$ cat config.mk
export PLATFORM = sky130hd
export DESIGN_NAME = mem_arbiter_rr
export DESIGN_NICKNAME = d
export VERILOG_FILES = /design/src/rtl/mem_arb_pkg.sv /design/src/rtl/mem_arbiter_rr_pick.sv /design/src/rtl/mem_arbiter_rr.sv
export SDC_FILE = /design/constraint.sdc
export NUM_CORES = 1
export LEC_CHECK = 0
export ABC_AREA = 1
export BUFFER_PORTS_ARGS = -buffer_cell sky130_fd_sc_hd__buf_2
export CORE_AREA = 2 2 650 652
export CTS_BUF_LIST = sky130_fd_sc_hd__clkbuf_8 sky130_fd_sc_hd__clkbuf_16
export CTS_CLUSTER_SIZE = 30
export DETAILED_ROUTE_END_ITERATION = 12
export DIE_AREA = 0 0 652 654
export GPL_TIMING_DRIVEN = 0
export SYNTH_ARGS = -nofsm -noshare
export SYNTH_HDL_FRONTEND = slang
export SYNTH_HIERARCHICAL = 1
export SYNTH_SLANG_ARGS = --single-unit
$ cat constraint.sdc
create_clock -name clk -period 1.7 [get_ports clk]
set_input_delay 0 -clock clk [delete_from_list [all_inputs] [get_ports clk]]
set_output_delay 0 -clock clk [all_outputs]
set_load 0.01 [all_outputs]
$ cat src/rtl/mem_arb_pkg.sv
// Shared types and constants for the N-port round-robin memory arbiter.
package mem_arb_pkg;

   typedef enum logic {
      IDLE = 1'b0,
      BUSY = 1'b1
   } state_t;

   localparam int unsigned PERF_CNT_W = 32;

   // Index width that stays legal for a single-port instance as well.
   function automatic int idx_w(input int n);
      return (n > 1) ? $clog2(n) : 1;
   endfunction

endpackage

$ cat src/rtl/mem_arbiter_rr_pick.sv
// Combinational rotating-priority picker: first requester at or after start,
// wrapping modulo NUM_PORTS, skipping any port set in excl.
module rr_pick
   import mem_arb_pkg::*;
#(
   parameter int NUM_PORTS = 2,
   parameter int IDX_W     = idx_w(NUM_PORTS)
) (
   input  logic [NUM_PORTS-1:0] req,
   input  logic [IDX_W-1:0]     start,
   input  logic [NUM_PORTS-1:0] excl,
   output logic                 found,
   output logic [IDX_W-1:0]     winner
);

   int unsigned      pos;
   logic [IDX_W-1:0] cand;

   always_comb begin
      found  = 1'b0;
      winner = '0;
      pos    = 0;
      cand   = '0;
      for (int unsigned i = 0; i < NUM_PORTS; i++) begin
         pos = 32'(start) + i;
         if (pos >= NUM_PORTS) pos = pos - NUM_PORTS;
         cand = pos[IDX_W-1:0];
         if (!found && req[cand] && !excl[cand]) begin
            found  = 1'b1;
            winner = cand;
         end
      end
   end

endmodule

$ cat src/rtl/mem_arbiter_rr.sv
// N-port round-robin arbiter in front of the cacheline memory adaptor.
// Define MEM_ARB_PERF_EN to add per-port grant/wait performance counters.
module mem_arbiter_rr
   import mem_arb_pkg::*;
#(
   parameter int NUM_PORTS = 2,
   parameter int LINE_W    = 256,
   parameter int ADDR_W    = 32
) (
   input  logic                             clk,
   input  logic                             rst,
   input  logic [NUM_PORTS-1:0]             port_read,
   input  logic [NUM_PORTS-1:0]             port_write,
   input  logic [NUM_PORTS-1:0][ADDR_W-1:0] port_addr,
   input  logic [NUM_PORTS-1:0][LINE_W-1:0] port_wdata,
   output logic [NUM_PORTS-1:0][LINE_W-1:0] port_rdata,
   output logic [NUM_PORTS-1:0]             port_resp,
   output logic                             mem_read,
   output logic                             mem_write,
   output logic [ADDR_W-1:0]                mem_address,
   output logic [LINE_W-1:0]                mem_wdata,
   input  logic [LINE_W-1:0]                mem_rdata,
   input  logic                             mem_resp,
   output logic [NUM_PORTS-1:0]             grant_oh,
   output logic                             busy
`ifdef MEM_ARB_PERF_EN
   ,
   output logic [NUM_PORTS-1:0][PERF_CNT_W-1:0] perf_grants,
   output logic [NUM_PORTS-1:0][PERF_CNT_W-1:0] perf_wait
`endif
);

   localparam int               IDX_W = idx_w(NUM_PORTS);
   localparam logic [IDX_W-1:0] LAST  = IDX_W'(NUM_PORTS - 1);

   state_t                 state_q, state_d;
   logic [IDX_W-1:0]       g_q, g_d, ptr_q, ptr_d;
   logic [IDX_W-1:0]       g_next, pick_start, winner;
   logic [NUM_PORTS-1:0]   req, pick_excl;
   logic                   found;

   assign req    = port_read | port_write;
   assign g_next = (g_q == LAST) ? '0 : g_q + IDX_W'(1);

   // One picker serves both the idle choice (from ptr) and the handover
   // choice (from g+1, excluding the owner that is just completing).
   assign pick_start = (state_q == BUSY) ? g_next : ptr_q;

   always_comb begin
      pick_excl = '0;
      if (state_q == BUSY) pick_excl[g_q] = 1'b1;
   end

   rr_pick #(
      .NUM_PORTS (NUM_PORTS),
      .IDX_W     (IDX_W)
   ) u_pick (
      .req    (req),
      .start  (pick_start),
      .excl   (pick_excl),
      .found  (found),
      .winner (winner)
   );

   always_ff @(posedge clk) begin
      if (rst) begin
         state_q <= IDLE;
         g_q     <= '0;
         ptr_q   <= '0;
      end else begin
         state_q <= state_d;
         g_q     <= g_d;
         ptr_q   <= ptr_d;
      end
   end

   always_comb begin
      state_d = state_q;
      g_d     = g_q;
      ptr_d   = ptr_q;
      unique case (state_q)
         IDLE: begin
            if (found) begin
               g_d     = winner;
               state_d = BUSY;
            end
         end
         BUSY: begin
            if (mem_resp) begin
               ptr_d = g_next;
               if (found) g_d = winner;
               else       state_d = IDLE;
            end
         end
         default: state_d = IDLE;
      endcase
   end

   always_comb begin
      mem_read    = 1'b0;
      mem_write   = 1'b0;
      mem_address = port_addr[0];
      mem_wdata   = port_wdata[0];
      port_resp   = '0;
      grant_oh    = '0;
      busy        = 1'b0;
      if (state_q == BUSY) begin
         busy           = 1'b1;
         grant_oh[g_q]  = 1'b1;
         port_resp[g_q] = mem_resp;
         mem_write      = port_write[g_q];
         mem_read       = port_read[g_q] & ~port_write[g_q];
         mem_address    = port_addr[g_q];
         mem_wdata      = port_wdata[g_q];
      end
   end

   assign port_rdata = {NUM_PORTS{mem_rdata}};

`ifdef MEM_ARB_PERF_EN
   always_ff @(posedge clk) begin
      if (rst) begin
         perf_grants <= '0;
         perf_wait   <= '0;
      end else begin
         for (int unsigned i = 0; i < NUM_PORTS; i++) begin
            if (port_resp[i] && (perf_grants[i] != '1))
               perf_grants[i] <= perf_grants[i] + PERF_CNT_W'(1);
            if (req[i] && !grant_oh[i] && (perf_wait[i] != '1))
               perf_wait[i] <= perf_wait[i] + PERF_CNT_W'(1);
         end
      end
   end
`endif

endmodule

==> flow_summary.ini <==
[layout]
drive_above_1_share_pct = 80.69
seqCellArea_um2 = 67.56
area_growth_pct = 266.5
multi_input_comb_area_um2 = 5460
final_area_um2 = 28390
instances_no_fill = 8592
nNetsFinal = 3771
nFillCells = 49459

[critical_path]
cp_max_fo = 7
crit_path_end_kind = output pin
cp_slowest_stage_delay_ns = 0.36
cp_data_arrival_time_ns = 1.81
crit_path_start_kind = register
worstPathCellList = nand2_8 > clkinv_8 > buf_16 > buf_16 > buf_12 > buf_12 > buf_6 > nand2_4 > nand2_4 > buf_8
cp_data_required_time_ns = 1.70
cp_slowest_cell = dfxtp_4
worstSetupPathType = reg -> out

[detailed_routing]
drt_iter0_markers = 1027
routedWlPerCell_um = 44.66
drc_errors = 0
via_per_inst = 2.114
wirelength_um = 383700
drtAntennaViolNets = 0
vias = 18161
drtPass1Iterations = 5

[global_routing]
grt_max_degree = 13
first_global_vias = 16065
grt_util_all_layers_pct = 17.07
grt_pass1_wl_um = 415100
grt_overflow = 0
antenna_found_initial = 527

[synth]
synth_nets = 2325
synth_area_leaders = buf_4 51%, nand2_1 42%, buf_2 2.5%
ys_seq_area_share_pct = 0.7754
synth.distinct_cells = 15
postSynthAreaPerCell_um2 = 5.212
yosysTopAreaCellShare_pct = 50.50
netlist_instances = 1486
synthesis.area_um2 = 7745
synth_warnings = 6
synth_area_leader_cell = buf_4
synth_seq_cells = 3

[sta]
period_minus_slack_ns = 1.812
setup_ws_ns = -0.1121
max_clock_freq_mhz = 551.8
drv_slew = 0
maxSlewHeadroom_pct = 65.23
whs_ns = 0.1008
rsz0062_at_grt = true
hold_viol_final = 0
worst_slew_pin_slew_ns = 0.5252
finalCritPeriodShare_pct = 106.6
skew_ns = 0.001788
finalSetupViolCount = 195

[die]
ios = 1646
dieHeight_um = 654
dieWidth_um = 652
die_area_um2 = 426400
row_count = 238
start_util_pct = 1.847
coreArea_um2 = 419300

[cts]
root_buffer = clkbuf_16
h-tree-depth = 1
numCtsBuffers = 3
clk_path_buf_depth = 2
clock_latency_ns = 0.22
numClockSinks = 3
clkSlewWorstSetupHoldPaths_ns = 0.03
cts_tree = built

[power]
p_total_uw = 12810
peakVddDrop_mv = 0.2371
leakagePower_uw = 0.01379
pwr_density_cell_nw_per_um2 = 451.1

[flow_run]
drv_cap = 0

[status]
status = finished, violations left
violations = negative setup slack

[min_path]
min_path_type = in -> reg

[placed_design]
placedCellCount = 8395
gp_congestion = 1.305
io_buffers = 1389
dp_hpwl_um = 368100
dpl_cell_area_um2 = 21600
[where the power goes]
group          leakage [µW]  switching, µW  internal, µW
Sequential        0.0000260           11.8          79.8
Combinational        0.0137           7530          4810
Clock             0.0000432           67.0           304
Total                0.0138           7610          5200
[worst max-delay path: cells and delay by family, from the launching register on]
kind	cells	cell delay, ns
flip-flops	1	0.36
AND/OR/NAND/NOR	3	0.27
buffers and inverters	7	0.90
[flip-flops by register name (all words and copies together), names as in the netlist]
name and count:
ptr_q 1, state_q 1, g_q 1
[per-layer routing]
| layer | wire, µm | vias up | track usage (%) | share of wire (%) |
|---|---|---|---|---|
| met3 | 68760 | 928 | 14.07 | 18 |
| li1 | - | 7002 | - | - |
| met5 | 2746 | - | 0.5207 | 0.72 |
| met1 | 127100 | 7956 | 16.62 | 33 |
| met2 | 177900 | 1895 | 28.83 | 46 |
| met4 | 7246 | 380 | 1.355 | 1.9 |
[what timing repair did]
item,CTS,global route
setup buffers,22,10
gates resized for setup,827,719
endpoints found under the setup margin,291,290
pin swaps,30,100
hold endpoints to repair,1,0
hold buffers,1,0
cloned,9,21
[synth_stat cells]
| master | instances |
|---|---|
| o21ai_0 | 3 |
| nand3_1 | 2 |
| inv_2 | 1 |
| a21boi_0 | 1 |
| a21oi_1 | 2 |
| dfxtp_1 | 3 |
| nand2_4 | 1 |
| buf_2 | 38 |
| buf_6 | 12 |
| inv_1 | 12 |
| or2_2 | 2 |
| clkbuf_1 | 6 |
| nor2_1 | 10 |
| nand2_1 | 872 |
| buf_4 | 521 |
[layout by cell type (no fill, tap or decap), types with 10 or more instances in the layout]
master,instances
buf_2,1149
buf_4,541
nand2_1,533
nand2_4,245
buf_12,164
diode_2,141
nand2_2,94
buf_6,90
buf_8,24
clkbuf_16,23
buf_16,13
clkbuf_4,13
inv_1,13
nor2_1,10
[cell type report]
cell class | instances | area share (%)
antenna | 141 | 1.243
buffer | 569 | 16.64
clock buffer | 3 | 0.2645
clock inverter | 1 | 0.01322
inverter | 13 | 0.2160
multi-input combinational | 893 | 19.24
sequential | 3 | 0.2380
tap | 5520 | 24.33
timing repair buffer | 1449 | 37.82
[final timing paths]
path	to	startpoint	cells past startpoint	slack [ns]
hold / removal	state_q	mem_resp	4	0.10
setup / recovery	mem_wdata[78]	state_q	10	-0.11
hold reg to reg	ptr_q	ptr_q	2	0.68
setup reg to reg	g_q	state_q	13	-0.07
[through the flow]
| step | setup slack (ns) | util, % | setup TNS, ns |
|---|---|---|---|
| finish | -0.1121 | 6.770 | -8.433 |
| global route | -0.1708 | 6.711 | -23.15 |
| CTS | -0.2705 | 5.994 | -40.72 |
| detailed placement | -0.9470 | 5.152 | -167.61 |
| global placement | -0.9099 | 5.152 | -152.73 |
| floorplan | 0.1784 | - | 0 |
[logic make-up (layout without fill, tap and decap cells)]
family	Yosys count	count (layout)	share of synthesized area, %
and+or+nand+nor	887	887	43.18
other	0	141	0
AOI/OAI and AO/OA	6	6	0.4200
buffers and inverters	590	2035	55.62
DFF	3	3	0.7755
(Power assumes the default switching activity.)
